File: config.mk
export PLATFORM = sky130hd
export DESIGN_NAME = branch_resolve_unit_flat
export DESIGN_NICKNAME = d
export VERILOG_FILES = /design/src/rtl/branch_resolve_unit_pkg.sv /design/src/rtl/branch_resolve_if.sv /design/src/rtl/bht_counter_array.sv /design/src/rtl/branch_resolve_unit.sv /design/src/flat_wrapper.sv
export SDC_FILE = /design/constraint.sdc
export NUM_CORES = 1
export LEC_CHECK = 0
export CORE_ASPECT_RATIO = 1.25
export CORE_MARGIN = 8
export CORE_UTILIZATION = 37
export CTS_BUF_LIST = sky130_fd_sc_hd__clkbuf_4 sky130_fd_sc_hd__clkbuf_8
export CTS_CLUSTER_DIAMETER = 120
export DETAILED_ROUTE_END_ITERATION = 6
export SYNTH_ARGS = -nofsm -noshare
export SYNTH_HDL_FRONTEND = slang
export SYNTH_SLANG_ARGS = --single-unit
File: constraint.sdc
create_clock -name clk -period 8.9 [get_ports clk]
set_input_delay 1.78 -clock clk [delete_from_list [all_inputs] [get_ports clk]]
set_output_delay 1.78 -clock clk [all_outputs]
set_load 0.005 [all_outputs]
File: src/rtl/branch_resolve_unit_pkg.sv
// Shared RV32I control-flow definitions for the branch resolve unit.
// Contents: opcode/funct3 encodings for BRANCH/JAL/JALR, the 2-bit branch-history
// counter encoding, and the saturating counter update used by the BHT.
package branch_resolve_unit_pkg;

  localparam logic [6:0] OpcBranch = 7'b1100011;
  localparam logic [6:0] OpcJal    = 7'b1101111;
  localparam logic [6:0] OpcJalr   = 7'b1100111;

  localparam logic [2:0] F3Beq  = 3'b000;
  localparam logic [2:0] F3Bne  = 3'b001;
  localparam logic [2:0] F3Blt  = 3'b100;
  localparam logic [2:0] F3Bge  = 3'b101;
  localparam logic [2:0] F3Bltu = 3'b110;
  localparam logic [2:0] F3Bgeu = 3'b111;

  // Bimodal counter: MSB is the predicted direction.
  typedef enum logic [1:0] {
    CtrSnt = 2'b00,
    CtrWnt = 2'b01,
    CtrWt  = 2'b10,
    CtrSt  = 2'b11
  } ctr_e;

  // Saturating step towards the observed outcome.
  function automatic logic [1:0] ctr_next(logic [1:0] ctr, logic taken);
    logic [1:0] res;
    if (taken) begin
      res = (ctr == CtrSt) ? ctr : ctr + 2'd1;
    end else begin
      res = (ctr == CtrSnt) ? ctr : ctr - 2'd1;
    end
    return res;
  endfunction

  // funct3 010/011 under the BRANCH opcode are not control-flow operations.
  function automatic logic is_cond_f3(logic [2:0] f3);
    return (f3 != 3'b010) && (f3 != 3'b011);
  endfunction

endpackage

File: src/rtl/branch_resolve_if.sv
// Bundle between the pipeline (master) and the branch resolve unit (slave).
//  IF side : if_pc -> if_pred_taken
//  EX side : ex_valid, ex_bolha, ex_opcode, ex_funct3, ex_rs1, ex_rs2, ex_pc, ex_imm,
//            ex_pred_taken
//  Results : br_taken, flush, redirect_pc, stat_branches, stat_mispred
interface branch_resolve_if #(
  parameter int unsigned XLEN  = 32,
  parameter int unsigned CNT_W = 32
);
  logic [XLEN-1:0]  if_pc;
  logic             if_pred_taken;
  logic             ex_valid;
  logic             ex_bolha;
  logic [6:0]       ex_opcode;
  logic [2:0]       ex_funct3;
  logic [XLEN-1:0]  ex_rs1;
  logic [XLEN-1:0]  ex_rs2;
  logic [XLEN-1:0]  ex_pc;
  logic [XLEN-1:0]  ex_imm;
  logic             ex_pred_taken;
  logic             br_taken;
  logic             flush;
  logic [XLEN-1:0]  redirect_pc;
  logic [CNT_W-1:0] stat_branches;
  logic [CNT_W-1:0] stat_mispred;

  modport master (
    output if_pc, ex_valid, ex_bolha, ex_opcode, ex_funct3, ex_rs1, ex_rs2, ex_pc, ex_imm,
           ex_pred_taken,
    input  if_pred_taken, br_taken, flush, redirect_pc, stat_branches, stat_mispred
  );

  modport slave (
    input  if_pc, ex_valid, ex_bolha, ex_opcode, ex_funct3, ex_rs1, ex_rs2, ex_pc, ex_imm,
           ex_pred_taken,
    output if_pred_taken, br_taken, flush, redirect_pc, stat_branches, stat_mispred
  );
endinterface

File: src/rtl/bht_counter_array.sv
// Bimodal branch-history table of 2-bit saturating counters.
//  clk_i, rst_i  : clock, synchronous active-high reset (all counters <= CTR_RESET)
//  rd_idx_i      : lookup index, rd_ctr_o is the stored counter (combinational, no bypass)
//  wr_en_i       : update counter wr_idx_i one step towards wr_taken_i
module bht_counter_array
  import branch_resolve_unit_pkg::*;
#(
  parameter int unsigned ENTRIES   = 64,
  parameter logic [1:0]  CTR_RESET = 2'b01
) (
  input  logic                       clk_i,
  input  logic                       rst_i,
  input  logic [$clog2(ENTRIES)-1:0] rd_idx_i,
  output logic [1:0]                 rd_ctr_o,
  input  logic                       wr_en_i,
  input  logic [$clog2(ENTRIES)-1:0] wr_idx_i,
  input  logic                       wr_taken_i
);

  logic [1:0] ctr_q [ENTRIES];

  // Reads return the pre-update value when rd_idx_i == wr_idx_i.
  assign rd_ctr_o = ctr_q[rd_idx_i];

  always_ff @(posedge clk_i) begin
    if (rst_i) begin
      for (int i = 0; i < int'(ENTRIES); i++) begin
        ctr_q[i] <= CTR_RESET;
      end
    end else if (wr_en_i) begin
      ctr_q[wr_idx_i] <= ctr_next(ctr_q[wr_idx_i], wr_taken_i);
    end
  end

endmodule

File: src/rtl/branch_resolve_unit.sv
// Branch resolve unit: resolves BRANCH/JAL/JALR in EX, predicts direction for IF from a
// bimodal BHT, and registers flush/redirect one cycle after resolve.
//  clk, rst : clock, synchronous active-high reset
//  bus      : branch_resolve_if slave (IF lookup, EX operands, registered results, stats)
module branch_resolve_unit
  import branch_resolve_unit_pkg::*;
#(
  parameter int unsigned XLEN        = 32,
  parameter int unsigned BHT_ENTRIES = 64,
  parameter logic [1:0]  CTR_RESET   = 2'b01,
  parameter int unsigned CNT_W       = 32
) (
  input  logic             clk,
  input  logic             rst,
  branch_resolve_if.slave  bus
);

  localparam int unsigned IdxW = $clog2(BHT_ENTRIES);

  logic             is_branch, is_jal, is_jalr, is_ctl, resolve;
  logic             cond, taken, mispredict;
  logic [XLEN-1:0]  br_target, jalr_target, fallthrough, next_pc;
  logic [1:0]       rd_ctr;

  logic             br_taken_q, br_taken_d;
  logic             flush_q, flush_d;
  logic             shadow_q, shadow_d;
  logic [XLEN-1:0]  redirect_pc_q, redirect_pc_d;
  logic [CNT_W-1:0] stat_br_q, stat_br_d;
  logic [CNT_W-1:0] stat_mp_q, stat_mp_d;

  logic             unused_if_pc;

  // Only the index bits of the fetch PC participate in the lookup.
  assign unused_if_pc = ^{bus.if_pc[XLEN-1:IdxW+2], bus.if_pc[1:0]};

  bht_counter_array #(
    .ENTRIES   (BHT_ENTRIES),
    .CTR_RESET (CTR_RESET)
  ) u_bht (
    .clk_i      (clk),
    .rst_i      (rst),
    .rd_idx_i   (bus.if_pc[2 +: IdxW]),
    .rd_ctr_o   (rd_ctr),
    .wr_en_i    (resolve & is_branch),
    .wr_idx_i   (bus.ex_pc[2 +: IdxW]),
    .wr_taken_i (cond)
  );

  assign is_branch = (bus.ex_opcode == OpcBranch) && is_cond_f3(bus.ex_funct3);
  assign is_jal    = (bus.ex_opcode == OpcJal);
  assign is_jalr   = (bus.ex_opcode == OpcJalr);
  assign is_ctl    = is_branch | is_jal | is_jalr;
  // The instruction behind a flush is wrong-path; shadow masks it for one cycle.
  assign resolve   = bus.ex_valid & ~bus.ex_bolha & ~shadow_q & is_ctl;

  always_comb begin
    cond = 1'b0;
    case (bus.ex_funct3)
      F3Beq:   cond = (bus.ex_rs1 == bus.ex_rs2);
      F3Bne:   cond = (bus.ex_rs1 != bus.ex_rs2);
      F3Blt:   cond = ($signed(bus.ex_rs1) <  $signed(bus.ex_rs2));
      F3Bge:   cond = ($signed(bus.ex_rs1) >= $signed(bus.ex_rs2));
      F3Bltu:  cond = (bus.ex_rs1 <  bus.ex_rs2);
      F3Bgeu:  cond = (bus.ex_rs1 >= bus.ex_rs2);
      default: cond = 1'b0;
    endcase
  end

  assign br_target   = bus.ex_pc + bus.ex_imm;
  assign jalr_target = (bus.ex_rs1 + bus.ex_imm) & ~XLEN'(1);
  assign fallthrough = bus.ex_pc + XLEN'(4);
  assign taken       = is_branch ? cond : (is_jal | is_jalr);
  assign next_pc     = !taken ? fallthrough : (is_jalr ? jalr_target : br_target);

  always_comb begin
    mispredict = 1'b0;
    if (is_branch) begin
      mispredict = (taken != bus.ex_pred_taken);
    end else if (is_jal) begin
      // A predicted JAL was already redirected by ID.
      mispredict = ~bus.ex_pred_taken;
    end else if (is_jalr) begin
      mispredict = 1'b1;
    end
  end

  always_comb begin
    br_taken_d    = resolve & taken;
    flush_d       = resolve & mispredict;
    shadow_d      = flush_d;
    redirect_pc_d = resolve ? next_pc : redirect_pc_q;
    stat_br_d     = stat_br_q;
    stat_mp_d     = stat_mp_q;
    if (resolve && is_branch && !(&stat_br_q)) begin
      stat_br_d = stat_br_q + CNT_W'(1);
    end
    if (flush_d && !(&stat_mp_q)) begin
      stat_mp_d = stat_mp_q + CNT_W'(1);
    end
  end

  always_ff @(posedge clk) begin
    if (rst) begin
      br_taken_q    <= 1'b0;
      flush_q       <= 1'b0;
      shadow_q      <= 1'b0;
      redirect_pc_q <= '0;
      stat_br_q     <= '0;
      stat_mp_q     <= '0;
    end else begin
      br_taken_q    <= br_taken_d;
      flush_q       <= flush_d;
      shadow_q      <= shadow_d;
      redirect_pc_q <= redirect_pc_d;
      stat_br_q     <= stat_br_d;
      stat_mp_q     <= stat_mp_d;
    end
  end

  assign bus.if_pred_taken = rd_ctr[1];
  assign bus.br_taken      = br_taken_q;
  assign bus.flush         = flush_q;
  assign bus.redirect_pc   = redirect_pc_q;
  assign bus.stat_branches = stat_br_q;
  assign bus.stat_mispred  = stat_mp_q;

endmodule

File: src/flat_wrapper.sv
// flat-port wrapper written by rule: the top's interface ports become plain ports
module branch_resolve_unit_flat import branch_resolve_unit_pkg::*;
#(
  parameter int unsigned XLEN        = 32,
  parameter int unsigned BHT_ENTRIES = 64,
  parameter logic [1:0]  CTR_RESET   = 2'b01,
  parameter int unsigned CNT_W       = 32
)
  (clk, rst, bus_if_pc, bus_ex_valid, bus_ex_bolha, bus_ex_opcode, bus_ex_funct3, bus_ex_rs1, bus_ex_rs2, bus_ex_pc, bus_ex_imm, bus_ex_pred_taken, bus_if_pred_taken, bus_br_taken, bus_flush, bus_redirect_pc, bus_stat_branches, bus_stat_mispred);
  branch_resolve_if #(.XLEN(XLEN), .CNT_W(CNT_W)) bus_i ();
  input  logic clk;
  input  logic rst;
  input wire logic [$bits(bus_i.if_pc)-1:0] bus_if_pc;
  input wire logic [$bits(bus_i.ex_valid)-1:0] bus_ex_valid;
  input wire logic [$bits(bus_i.ex_bolha)-1:0] bus_ex_bolha;
  input wire logic [$bits(bus_i.ex_opcode)-1:0] bus_ex_opcode;
  input wire logic [$bits(bus_i.ex_funct3)-1:0] bus_ex_funct3;
  input wire logic [$bits(bus_i.ex_rs1)-1:0] bus_ex_rs1;
  input wire logic [$bits(bus_i.ex_rs2)-1:0] bus_ex_rs2;
  input wire logic [$bits(bus_i.ex_pc)-1:0] bus_ex_pc;
  input wire logic [$bits(bus_i.ex_imm)-1:0] bus_ex_imm;
  input wire logic [$bits(bus_i.ex_pred_taken)-1:0] bus_ex_pred_taken;
  output wire logic [$bits(bus_i.if_pred_taken)-1:0] bus_if_pred_taken;
  output wire logic [$bits(bus_i.br_taken)-1:0] bus_br_taken;
  output wire logic [$bits(bus_i.flush)-1:0] bus_flush;
  output wire logic [$bits(bus_i.redirect_pc)-1:0] bus_redirect_pc;
  output wire logic [$bits(bus_i.stat_branches)-1:0] bus_stat_branches;
  output wire logic [$bits(bus_i.stat_mispred)-1:0] bus_stat_mispred;
  assign bus_i.if_pc = bus_if_pc;
  assign bus_i.ex_valid = bus_ex_valid;
  assign bus_i.ex_bolha = bus_ex_bolha;
  assign bus_i.ex_opcode = bus_ex_opcode;
  assign bus_i.ex_funct3 = bus_ex_funct3;
  assign bus_i.ex_rs1 = bus_ex_rs1;
  assign bus_i.ex_rs2 = bus_ex_rs2;
  assign bus_i.ex_pc = bus_ex_pc;
  assign bus_i.ex_imm = bus_ex_imm;
  assign bus_i.ex_pred_taken = bus_ex_pred_taken;
  assign bus_if_pred_taken = bus_i.if_pred_taken;
  assign bus_br_taken = bus_i.br_taken;
  assign bus_flush = bus_i.flush;
  assign bus_redirect_pc = bus_i.redirect_pc;
  assign bus_stat_branches = bus_i.stat_branches;
  assign bus_stat_mispred = bus_i.stat_mispred;
  branch_resolve_unit #(.XLEN(XLEN), .BHT_ENTRIES(BHT_ENTRIES), .CTR_RESET(CTR_RESET), .CNT_W(CNT_W)) u_core (.clk(clk), .rst(rst), .bus(bus_i));
endmodule
# [Word level (Yosys, flattened, before mapping)]
# Memories as Yosys holds them, arrays and structs flattened.
# Cells that the tools add are included.
# Widths: inputs -> output; s select.
[op_classes] bitwise_logic=12 n_mux=20 add_sub_neg=7 eq_ne=14 n_reduce_logical=12 n_lt_le_gt_ge=4
[ops] operator="$add 32x1->32 const B" count=2
[ops] operator="$add 32x32->32" count=2
[ops] operator="$ge 32x32->1" count=2
[ops] operator="$lt 32x32->1" count=2
[ops] operator="$mux 32" count=2
[ops] operator="$reduce_and 32->1" count=2
[ops] operator="$add 32x3->32 const B" count=1
[ops] operator="$eq 32x32->1" count=1
[ops] operator="$ne 32x32->1" count=1
[ops] operator="$eq 7x7->1 const B" count=3
[ops] operator="$eq 3x3->1 const B" count=4
[ops] operator="$mux 2" count=6
[ops] operator="$mux 1" count=10
[ops] operator="$and 1x1->1" count=6
[ops] operator="$mux 6" count=1
[ops] operator="$ne 3x2->1 const B" count=2
[ops] operator="$pmux 1 s6" count=1
[ops] operator="$logic_and 1x1->1" count=5
[ops] operator="$eq 3x1->1 const B" count=1
[ops] operator="$logic_not 3->1" count=1
[ops] operator="$not 1->1" count=3
[ops] operator="$or 1x1->1" count=3
[ops] operator="$add 2x1->2 const B" count=1
[ops] operator="$eq 2x2->1 const B" count=1
[ops] operator="5 further kinds" count=6
[totals] input_bits=175 elab_cells=75 ram_bits=128 n_memories=1 ff_bits=98
[mem_list] memory="u_core.u_bht.ctr_q" depth=64 width=2 rd=2 rd_clocked_by_memory_dff=0 wr=64 line_no="bht_counter_array.sv:20" rtl="logic [1:0] ctr_q [ENTRIES];"

# [Longest topological paths before layout]
[depth] depth_word=12 ltp_mapped=14 ltp_nobuf=13

# [Modules after synthesis]
# Synthesis repeated with hierarchy kept, for this count alone.
[unflattened] cells_unflattened=1886 hier_area_um2=17195.2
[modules_own_cells] module="branch_resolve_unit" cells_each=1251 area_each_um2=9411.5 n_inst=1
[modules_own_cells] module="bht_counter_array" cells_each=635 area_each_um2=7783.7 n_inst=1

# [Least setup slack after synthesis]
# No wires, ideal clock.
[synth_timing] kind="input -> output" start="input bus_if_pc[2]" end="output bus_if_pred_taken" path_slack_ns=2.928 path_stages=5 arrival_ns=4.192 path_cell_list="clkbuf_1 buf_1 mux4_2 mux4_2 mux4_2"
[synth_via] elab_chain_len=1
[synth_lines] item="from (decl)" line_no="flat_wrapper.sv:13" rtl="input wire logic [$bits(bus_i.if_pc)-1:0] bus_if_pc;"
[synth_lines] item="$mem_v2 64x2"
[synth_lines] item="to (decl)" line_no="flat_wrapper.sv:23" rtl="output wire logic [$bits(bus_i.if_pred_taken)-1:0] bus_if_pred_taken;"
# Every way passes these cells.

# [Worst setup path after layout]
[layout_timing] start="input bus_if_pc[3]" end="output bus_if_pred_taken"
# Same word-level chain as after synthesis.

==> results.txt <==
critical path class: primary input to output pin
First-pass DRT Iterations: 5
EDFF count, synth: 128
xor and xnor area share after synthesis: 5.57%
largest family of logic cells by synthesized area: simple AND/OR/NAND/NOR gates
Req. time, crit path: 7.12 ns
status: completed
Die Ht: 249 um
initial antenna violation count: 5
cts bufs inserted: 42
Root Buffer: clkbuf_8
Critical Path Start: bus_if_pc[3]
Seq pwr share: 41.4%
Core ar.: 43000 um2
DRC viols: 0
fraction of layout cells with a size suffix above 1: 7.37%
maxcap violations: 0
ys flop type: edfxtp_1
latest clock arrival within the worst-skew pair: 0.61 ns
Arrival @ worst endpoint: 4.86 ns
syn nets: 2135
setup TNS: 0 ns
Hold/Removal Path Class: register to register
largest net degree at the start of global routing: 77
Buffers on Ports: 247
post-synthesis sequential area ratio: 36.2%
ys async rst share: 0%
CP endpoint kind: output pin
unrepaired setup endpoints after global routing: no
Sw Share: 30.3%
top-area cell type share of the netlist area: 24.0%
Area Overhead vs Synth: 23.8%
hold path depth: 2
Syn Inst Count: 1862
area leader, netlist: edfxtp_1
Rel. slew slack: 24.7%
# IOs: 274
hpwl dp: 41600 um
Worst-Margin Slew: 1.13 ns
RePlAce Congestion: 0.925
die footprint: 50300 um2
Starting DRT DRC Count: 931
DR vias/cell: 5.77
final setup fails: 0
fill count: 4208
WL final: 56200 um
Setup crit start kind: primary input
clk sink count: 226
Clock Skews: 0.0477 ns
Post-CTS Setup Repair Bufs: 0
crit-path max FO: 16
crit share post-route: 74.6%
cell area after synthesis: 16000 um2
Nets: 2345
PD cells: 136 nW/um2
DRT antenna net count: 0
Clk pwr share: 37.0%
synth unique cells: 92
first-pass GRT wire length: 85400 um
gr usage total: 21.3%
Slew Limit Fails: 0
Reg2Reg Depth: 9
shortest period the worst path allows: 6.64 ns
mux cell area share after synthesis: 3.67%
Clock Pin Slew Worst Setup and Hold Paths: 0.07 ns
Hold Crit Start: u_core.bus.redirect_pc[31]$_SDFFE_PP0P_
Hold Vio Cnt, Final: 0
Longest Clk Path Bufs: 3
Initial Util: 37.3%
hold path endpoint: u_core.bus.redirect_pc[31]$_SDFFE_PP0P_
Routed WL per cell: 21.0 um
DIE WIDTH: 202 um
CTS tree: done
worst vdd ir: 0.207 mV
complex-gate fraction of the synthesized area: 19.0%
yosys warns: 0
leak pwr: 0.00712 uW
Net Sw Power: 819 uW
post-cts resize count: 0
Area contributors post-synth: edfxtp_1 (24%), dfxtp_1 (12%), ha_1 (7.5%)
Post-Syn Area per Cell: 8.62 um2
area of the multi-input gates: 9590 um2
Simple-Gate Fraction of Synth Area: 23.2%
FF/Latch Area: 5810 um2
vias in the first global route: 15092
aggregate global routing overflow: 0
adder-cell share of the synthesized area: 7.86%
Reg2Reg Launch Point: u_core.u_bht.ctr_q[23][1]$_SDFFCE_PN0P_
H-Tree Depth: 2
Vias: 15419
Hold Buf Count CTS: 0
Power Internal: 1890 uW
row count: 85
Max Clock Freq: 0.151 GHz
part of the power in combinational logic: 21.6%
FF-to-FF setup slack: 5.15 ns
capturing point of the worst reg2reg path: u_core.u_bht.ctr_q[13][0]$_SDFFCE_PN1P_
Yosys reg bits: 226
Util after Layout: 46.2%
## synth_stat cells, types with 16 or more instances
library cell  count
mux4_2           21
a22oi_1          48
edfxtp_1        128
dfxtp_1          98
nand2_1         255
clkbuf_1         77
nand3_1         127
nor2_1          180
buf_2            21
o21ai_0          74
ha_1             96
a211oi_1         21
a21oi_1         112
o21a_1           16
or3_1            35
xor2_1           42
xnor2_1          60
and3_1           22
nor3_1           32
a21o_1           34
nand4_1          34
inv_1            73
## critical path: stages
cell and delay, ns:
clkdlybuf4s50_1 1.10, mux4_2 0.45, mux4_2 0.54, mux4_2 0.51
clkdlybuf4s50_1 0.48
## logic make-up after synthesis
logic type	after synthesis
AOI/OAI and AO/OA	449
xor gates and xnor gates	102
adders and majority gates	100
buffers and inverters	179
DFF	226
muxes	32
and+or+nand+nor	774
## cell usage in the layout, fill, tap and decap left out, types with 16 or more instances in the layout
cell type,synthesis,routed
a21oi_1,112,111
o21a_1,16,16
nand4_1,34,34
nor3_1,32,29
nor2_1,180,178
mux4_2,21,21
and3_1,22,22
o21ai_0,74,74
inv_1,73,72
ha_1,96,96
a211oi_1,21,21
a22oi_1,48,48
buf_4,3,25
nand2_1,255,255
or3_1,35,35
edfxtp_1,128,128
dfxtp_1,98,98
clkdlybuf4s50_1,0,246
clkbuf_8,0,43
xnor2_1,60,60
nand3_1,127,127
xor2_1,42,42
a21o_1,34,34
## registers in the layout, indices dropped and copies added, names as in the netlist
| name | count |
|---|---|
| u_core.bus.redirect_pc | 32 |
| u_core.bus.flush | 1 |
| u_core.bus.br_taken | 1 |
| u_core.bus.stat_mispred | 32 |
| u_core.bus.stat_branches | 32 |
| u_core.u_bht.ctr_q | 128 |
## final cells by class
class | count | share of cell area [%]
multi-input cells | 1457 | 48.3
flip-flops and latches | 226 | 29.2
repair buffers | 272 | 13.4
well taps | 565 | 3.56
clock buffers | 55 | 3.43
inverters | 73 | 1.38
clock inverters | 20 | 0.693
diodes | 3 | 0.0378
## metrics by stage
stage / power, uW / area (um2) / setup WS, ns / hold WS, ns / cells
final: 2710 / 19900 / 2.26 / 0.462 / 2671
after global routing: 2820 / 19900 / 2.24 / 0.486 / 2671
after CTS: 2730 / 19800 / 2.26 / 0.463 / 2668
after detailed placement: 1720 / 19000 / 1.94 / 0.450 / 2593
after global placement: 1710 / 19000 / 1.95 / 0.451 / 2593
after floorplan: 1510 / 16000 / 2.93 / 0.448 / 1862
## metal layers
layer  part of all wire, %  global-route usage (%)  vias to the layer above  routed length (um)
met5                 0.050                       0                        -                  28
met4                   4.3                    10.2                        4                2420
met3                   6.8                    3.84                      149                3850
met1                    38                    24.3                     7279               21600
li1                      -                       -                     7327                   -
met2                    50                    37.8                      660               28300
## worst max path at each step
stage / end / cells after the start
after floorplan: bus_if_pred_taken / 5
after global placement: u_core.u_bht.ctr_q[13][0]$_SDFFCE_PN1P_ / 12
after detailed placement: u_core.u_bht.ctr_q[13][0]$_SDFFCE_PN1P_ / 12
after CTS: bus_if_pred_taken / 5
after global routing: bus_if_pred_taken / 5
final: bus_if_pred_taken / 5
## power groups by stage
stage	logic, uW	registers, uW	clock network [uW]
CTS	581	1120	1030
finish	584	1120	1000
detailed placement	578	1140	0
global placement	572	1140	0
floorplan	373	1140	0
global route	635	1120	1070
Power figures use the tool's default switching activity.
